File: src/rtl/sha3_avmm_pkg.sv
// Shared types and sizing helpers for the SHA-3 Avalon-MM arbiter slice.
package sha3_avmm_pkg;

  localparam int unsigned ADDR_W_DEF = 8;
  localparam int unsigned DATA_W_DEF = 32;

  typedef enum logic [1:0] {
    ST_IDLE  = 2'd0,
    ST_ISSUE = 2'd1,
    ST_RESP  = 2'd2
  } arb_state_t;

  typedef logic req_idx_t;

  // Counter only needs to reach timeout-1.
  function automatic int unsigned tmo_cnt_w(input int unsigned timeout);
    return (timeout < 3) ? 1 : $clog2(timeout);
  endfunction

endpackage

File: src/rtl/sha3_rr_pick.sv
// Combinational two-way round-robin picker with lock-owner restriction.
module sha3_rr_pick
  import sha3_avmm_pkg::*;
(
  input  logic [1:0] req,
  input  req_idx_t   last_grant,
  input  logic       locked,
  input  req_idx_t   owner,
  output logic       gnt_valid,
  output req_idx_t   gnt_idx
);

  always_comb begin
    gnt_valid = 1'b0;
    gnt_idx   = ~last_grant;
    if (locked) begin
      gnt_valid = req[owner];
      gnt_idx   = owner;
    end else if (&req) begin
      gnt_valid = 1'b1;
      gnt_idx   = ~last_grant;
    end else if (req[0]) begin
      gnt_valid = 1'b1;
      gnt_idx   = 1'b0;
    end else if (req[1]) begin
      gnt_valid = 1'b1;
      gnt_idx   = 1'b1;
    end
  end

endmodule

File: src/rtl/sha3_avmm_arbiter.sv
// Two-requester Avalon-MM arbiter in front of the SHA-3 wrapper slave,
// one transfer in flight, round-robin with optional per-requester lock.
module sha3_avmm_arbiter
  import sha3_avmm_pkg::*;
#(
  parameter int unsigned ADDR_W       = ADDR_W_DEF,
  parameter int unsigned DATA_W       = DATA_W_DEF,
  parameter int unsigned LOCK_TIMEOUT = 1024
) (
  input  logic              clk,
  input  logic              reset_n,
  input  logic [ADDR_W-1:0] avs_r0_address,
  input  logic              avs_r0_read,
  input  logic              avs_r0_write,
  input  logic [DATA_W-1:0] avs_r0_writedata,
  input  logic              avs_r0_lock,
  output logic [DATA_W-1:0] avs_r0_readdata,
  output logic              avs_r0_waitrequest,
  input  logic [ADDR_W-1:0] avs_r1_address,
  input  logic              avs_r1_read,
  input  logic              avs_r1_write,
  input  logic [DATA_W-1:0] avs_r1_writedata,
  input  logic              avs_r1_lock,
  output logic [DATA_W-1:0] avs_r1_readdata,
  output logic              avs_r1_waitrequest,
  output logic [ADDR_W-1:0] avm_address,
  output logic              avm_read,
  output logic              avm_write,
  output logic [DATA_W-1:0] avm_writedata,
  input  logic [DATA_W-1:0] avm_readdata,
  input  logic              avm_waitrequest,
  output logic              lock_timeout
);

  localparam int unsigned CNT_W = tmo_cnt_w(LOCK_TIMEOUT);

  arb_state_t        state;
  req_idx_t          grant;
  req_idx_t          last_grant;
  req_idx_t          owner;
  logic              locked;
  logic [CNT_W-1:0]  tmo_cnt;

  logic [1:0]        req;
  logic              gnt_valid;
  req_idx_t          gnt_idx;
  logic              sel_rd;
  logic              sel_wr;
  logic [ADDR_W-1:0] sel_addr;
  logic [DATA_W-1:0] sel_wdata;
  logic              resp_lock;
  logic              tmo_run;
  logic              tmo_hit;

  assign req = {avs_r1_read | avs_r1_write, avs_r0_read | avs_r0_write};

  sha3_rr_pick u_pick (
    .req        (req),
    .last_grant (last_grant),
    .locked     (locked),
    .owner      (owner),
    .gnt_valid  (gnt_valid),
    .gnt_idx    (gnt_idx)
  );

  // Winner's command; a simultaneous read+write is issued as a write.
  always_comb begin
    sel_wr    = avs_r0_write;
    sel_rd    = avs_r0_read & ~avs_r0_write;
    sel_addr  = avs_r0_address;
    sel_wdata = avs_r0_writedata;
    if (gnt_idx) begin
      sel_wr    = avs_r1_write;
      sel_rd    = avs_r1_read & ~avs_r1_write;
      sel_addr  = avs_r1_address;
      sel_wdata = avs_r1_writedata;
    end
  end

  assign resp_lock = grant ? avs_r1_lock : avs_r0_lock;
  assign tmo_run   = (state == ST_IDLE) && locked && !req[owner];
  assign tmo_hit   = tmo_run && (tmo_cnt == CNT_W'(LOCK_TIMEOUT - 1));

  assign avs_r0_waitrequest = !((state == ST_RESP) && (grant == 1'b0));
  assign avs_r1_waitrequest = !((state == ST_RESP) && (grant == 1'b1));

  // Lock timeout shares this block with the FSM since both update 'locked'.
  always_ff @(posedge clk or negedge reset_n) begin
    if (!reset_n) begin
      state           <= ST_IDLE;
      grant           <= 1'b0;
      last_grant      <= 1'b1;
      owner           <= 1'b0;
      locked          <= 1'b0;
      tmo_cnt         <= '0;
      lock_timeout    <= 1'b0;
      avm_address     <= '0;
      avm_read        <= 1'b0;
      avm_write       <= 1'b0;
      avm_writedata   <= '0;
      avs_r0_readdata <= '0;
      avs_r1_readdata <= '0;
    end else begin
      lock_timeout <= tmo_hit;
      if (!tmo_run || tmo_hit) tmo_cnt <= '0;
      else                     tmo_cnt <= tmo_cnt + CNT_W'(1);

      case (state)
        ST_IDLE: begin
          if (tmo_hit) locked <= 1'b0;
          if (gnt_valid) begin
            grant         <= gnt_idx;
            avm_address   <= sel_addr;
            avm_writedata <= sel_wdata;
            avm_read      <= sel_rd;
            avm_write     <= sel_wr;
            state         <= ST_ISSUE;
          end
        end
        ST_ISSUE: begin
          if (!avm_waitrequest) begin
            if (avm_read) begin
              if (grant) avs_r1_readdata <= avm_readdata;
              else       avs_r0_readdata <= avm_readdata;
            end
            avm_read  <= 1'b0;
            avm_write <= 1'b0;
            state     <= ST_RESP;
          end
        end
        ST_RESP: begin
          last_grant <= grant;
          locked     <= resp_lock;
          if (resp_lock) owner <= grant;
          state      <= ST_IDLE;
        end
        default: state <= ST_IDLE;
      endcase
    end
  end

endmodule

File: config.mk
export PLATFORM = sky130hd
export DESIGN_NAME = sha3_avmm_arbiter
export DESIGN_NICKNAME = d
export VERILOG_FILES = /design/src/rtl/sha3_avmm_pkg.sv /design/src/rtl/sha3_rr_pick.sv /design/src/rtl/sha3_avmm_arbiter.sv
export SDC_FILE = /design/constraint.sdc
export NUM_CORES = 1
export LEC_CHECK = 0
export ABC_AREA = 1
export CAP_MARGIN = 20
export CORE_MARGIN = 5
export CORE_UTILIZATION = 36
export CTS_BUF_LIST = sky130_fd_sc_hd__clkbuf_8
export CTS_CLUSTER_DIAMETER = 80
export CTS_CLUSTER_SIZE = 16
export DETAILED_ROUTE_END_ITERATION = 8
export PLACE_DENSITY = 0.67
export SYNTH_ARGS = -nofsm -noshare
export SYNTH_HDL_FRONTEND = slang
export SYNTH_SLANG_ARGS = --single-unit
export TNS_END_PERCENT = 100
File: constraint.sdc
create_clock -name clk -period 1.81 [get_ports clk]
set_clock_uncertainty 0.15 [all_clocks]
set_input_delay 0.181 -clock clk [delete_from_list [all_inputs] [get_ports clk]]
set_output_delay 0.181 -clock clk [all_outputs]
set_load 0.05 [all_outputs]
==> impl_metrics.tcl <==
set metrics [dict create \
    antenna_found_initial 0 \
    crit_path_end_kind "output port" \
    p_leak_nw 4.33 \
    n_antenna_cell 0 \
    drtPass1Iterations 4 \
    synth-simple-area-share_pct 27.2 \
    grt_use_total_pct 17.1 \
    cp.arrival_ps 1340 \
    synth_area_leaders "dfrtp_1 53%, nand2_1 12%, inv_1 6.0%" \
    netlist_area_mm2 0.00573 \
    initial_utilization_pct 36.3 \
    grt_max_degree 35 \
    wl_per_cell_um 14.0 \
    fin_total_pwr_mw 17.4 \
    via_count 4986 \
    ir_drop_uv 1030 \
    hold_class "input port to async pin" \
    cts_buffers 17 \
    drive_gt1_share_pct 21.1 \
    finalHoldViolCount 0 \
    crit_path_max_fanout 4 \
    tns_ps 0 \
    drt_wl_total_um 15900 \
    gp_congestion 0.822 \
    synth_top_area_cell "dfrtp_1" \
    die_h_um 136 \
    fin_nets 1028 \
    post-cts-setup-buffers 0 \
    fmaxAchievable_mhz 597 \
    h-tree-depth 4 \
    tightest_slew_ps 491 \
    synthCells 668 \
    synth_top_family_by_area "simple AND/OR/NAND/NOR gates" \
    cts.sinks 123 \
    synth-seq-area-share_pct 53.7 \
    setup_violations 0 \
    core_area_mm2 0.0158 \
    cp-start-kind "flop" \
    synth_compound_area_share_pct 8.60 \
    ioPinCount 230 \
    status "finished, final reports clean" \
    cts-root-buf "clkbuf_8" \
    ys_seq_elements 123 \
    rsz0062_at_grt "false" \
    die_w_um 136 \
    required_ps 1480 \
    ys_types 29 \
    synth.top_cell.area_share_pct 53.3 \
    io_buffer_count 229 \
    drv_slew 0 \
    clk_pin_slew_ps 70 \
    cts_tree "yes" \
    die-area_mm2 0.0185 \
    area_growth_pct 50.4 \
    synth_nets 790 \
    yosys.area_share.adder_pct 0.218 \
    cp_cell_sequence "nor2_2 -> nand2_1 -> buf_4" \
    yosysWarnings 0 \
    avgSynthCellArea_um2 8.58 \
    muxShareOfSynthArea_pct 0 \
    clk_path_buf_depth 2 \
    critPathMaxStageDelay_ps 420 \
    cap_violations 0 \
    cp_slowest_cell "dfrtp_1" \
    rows 46 \
    grt_pass1_vias 4831 \
    slew_headroom_pct 67.4 \
    synth_xor_area_share_pct 0.458 \
    dp_hpwl_um 11900 \
    min_period_over_period_pct 92.6 \
    grt_pass1_wl_um 24800 \
    power.density_mw_per_mm2 2010 \
    drt-initial-drc-count 215 \
    crit_type "flop to output port" \
    finalCriticalPeriod_ps 1680 \
    grt_overflow 0 \
    drc 0 \
    clock_latency_ps 430 \
    drt-vias-per-instance 4.39 \
    ant_nets 0 \
]
-- routing by layer --
layer / part of all wire (%) / GRT usage (%) / vias up
met1: 44 / 22.1 / 2280
met4: 2.2 / 6.61 / 0
met5: 0 / 0 / -
li1: - / - / 2557
met3: 6.4 / 5.00 / 25
met2: 48 / 27.2 / 124
-- report_power, final --
part | total, mW | switching, mW | internal (mW)
combinational | 10.1 | 6.87 | 3.22
clock | 2.55 | 1.09 | 1.46
sequential | 4.72 | 0.723 | 4.00
-- logic make-up after synthesis --
family                   count (synthesis)
AND/OR/NAND/NOR                        339
buffers and inverters                  125
flip-flops                             123
AO/OA/AOI/OAI                           77
XOR/XNOR                                 3
adder cells (fa/ha/maj)                  1
-- layout by cell type (no fill, tap or decap), drive strengths merged, types with 4 or more instances in the layout --
| cell type | Yosys | final |
|---|---|---|
| a21oi | 37 | 37 |
| buf | 27 | 128 |
| clkbuf | 5 | 20 |
| clkdlybuf4s50 | 0 | 119 |
| dfrtp | 122 | 122 |
| inv | 93 | 98 |
| nand2 | 187 | 187 |
| nand3 | 51 | 51 |
| nand3b | 40 | 40 |
| nor2 | 57 | 57 |
| nor3 | 4 | 4 |
| o21ai | 39 | 39 |
-- metrics by stage --
step	util, %	std cells	cell area (um2)	hold slack [ps]	setup WS (ps)
finish	54.7	1135	8620	91.9	134
global route	54.7	1135	8620	99.4	14.3
CTS	54.6	1135	8610	70.4	2.04
detailed placement	51.9	1102	8190	-0.0849	-42.7
global placement	51.9	1102	8190	5.53	-8.27
floorplan	-	668	5730	-265	244
-- worst max-delay path: cells and delay by family (launching register included) --
family	cells	cell delay [ps]
DFF	1	420
and+or+nand+nor	2	290
buffers and inverters	1	200
-- final cells by class --
class	count	area [um2]
sequential	123	3080
tap	216	270
fill	1492	7150
timing repair buffer	251	2400
clock buffer	20	275
multi-input combinational	420	2100
inverter	93	349
clock inverter	12	146
-- cell usage after synthesis (all sizes together) --
master and instances:
nand2 187, dfrtp 122, inv 93, nor2 57, nand3 51, nand3b 40, o21ai 39, a21oi 37
buf 27, clkbuf 5, nor3 4, xor2 2, dfstp 1, ha 1, o21bai 1, xnor2 1
-- final timing paths --
path                                      startpoint                              end  slack, ps  cells after the start
worst max-delay path            state[0]$_DFFE_PN0P_               avs_r1_waitrequest        130                      3
worst max register to register  tmo_cnt[0]$_DFF_PN0_             tmo_cnt[9]$_DFF_PN0_        150                      6
min in group clk                    avm_readdata[19]  avs_r1_readdata[19]$_DFFE_PN0P_        140                      3
worst min-delay path                         reset_n   avs_r0_readdata[6]$_DFFE_PN0P_         90                      2
max in group asynchronous                    reset_n  avs_r0_readdata[26]$_DFFE_PN0P_        900                      3
worst min register to register  tmo_cnt[0]$_DFF_PN0_             tmo_cnt[0]$_DFF_PN0_        320                      1
-- repair_timing --
item                                   in CTS  in global routing
resized for setup                           3                  2
endpoints found under the hold margin     123                  0
gates cloned                                0                  0
pin swaps                                   0                  0
setup endpoints to repair                   3                 10
hold buffers                                1                  0
-- registers in the layout (all words and copies together), names as in the netlist --
name,cells
avm_address,8
avm_writedata,32
owner,1
state,2
avs_r0_readdata,32
last_grant,1
avs_r1_readdata,32
avm_write,1
lock_timeout,1
avm_read,1
locked,1
grant,1
tmo_cnt,10
Power figures use the tool's default switching activity.
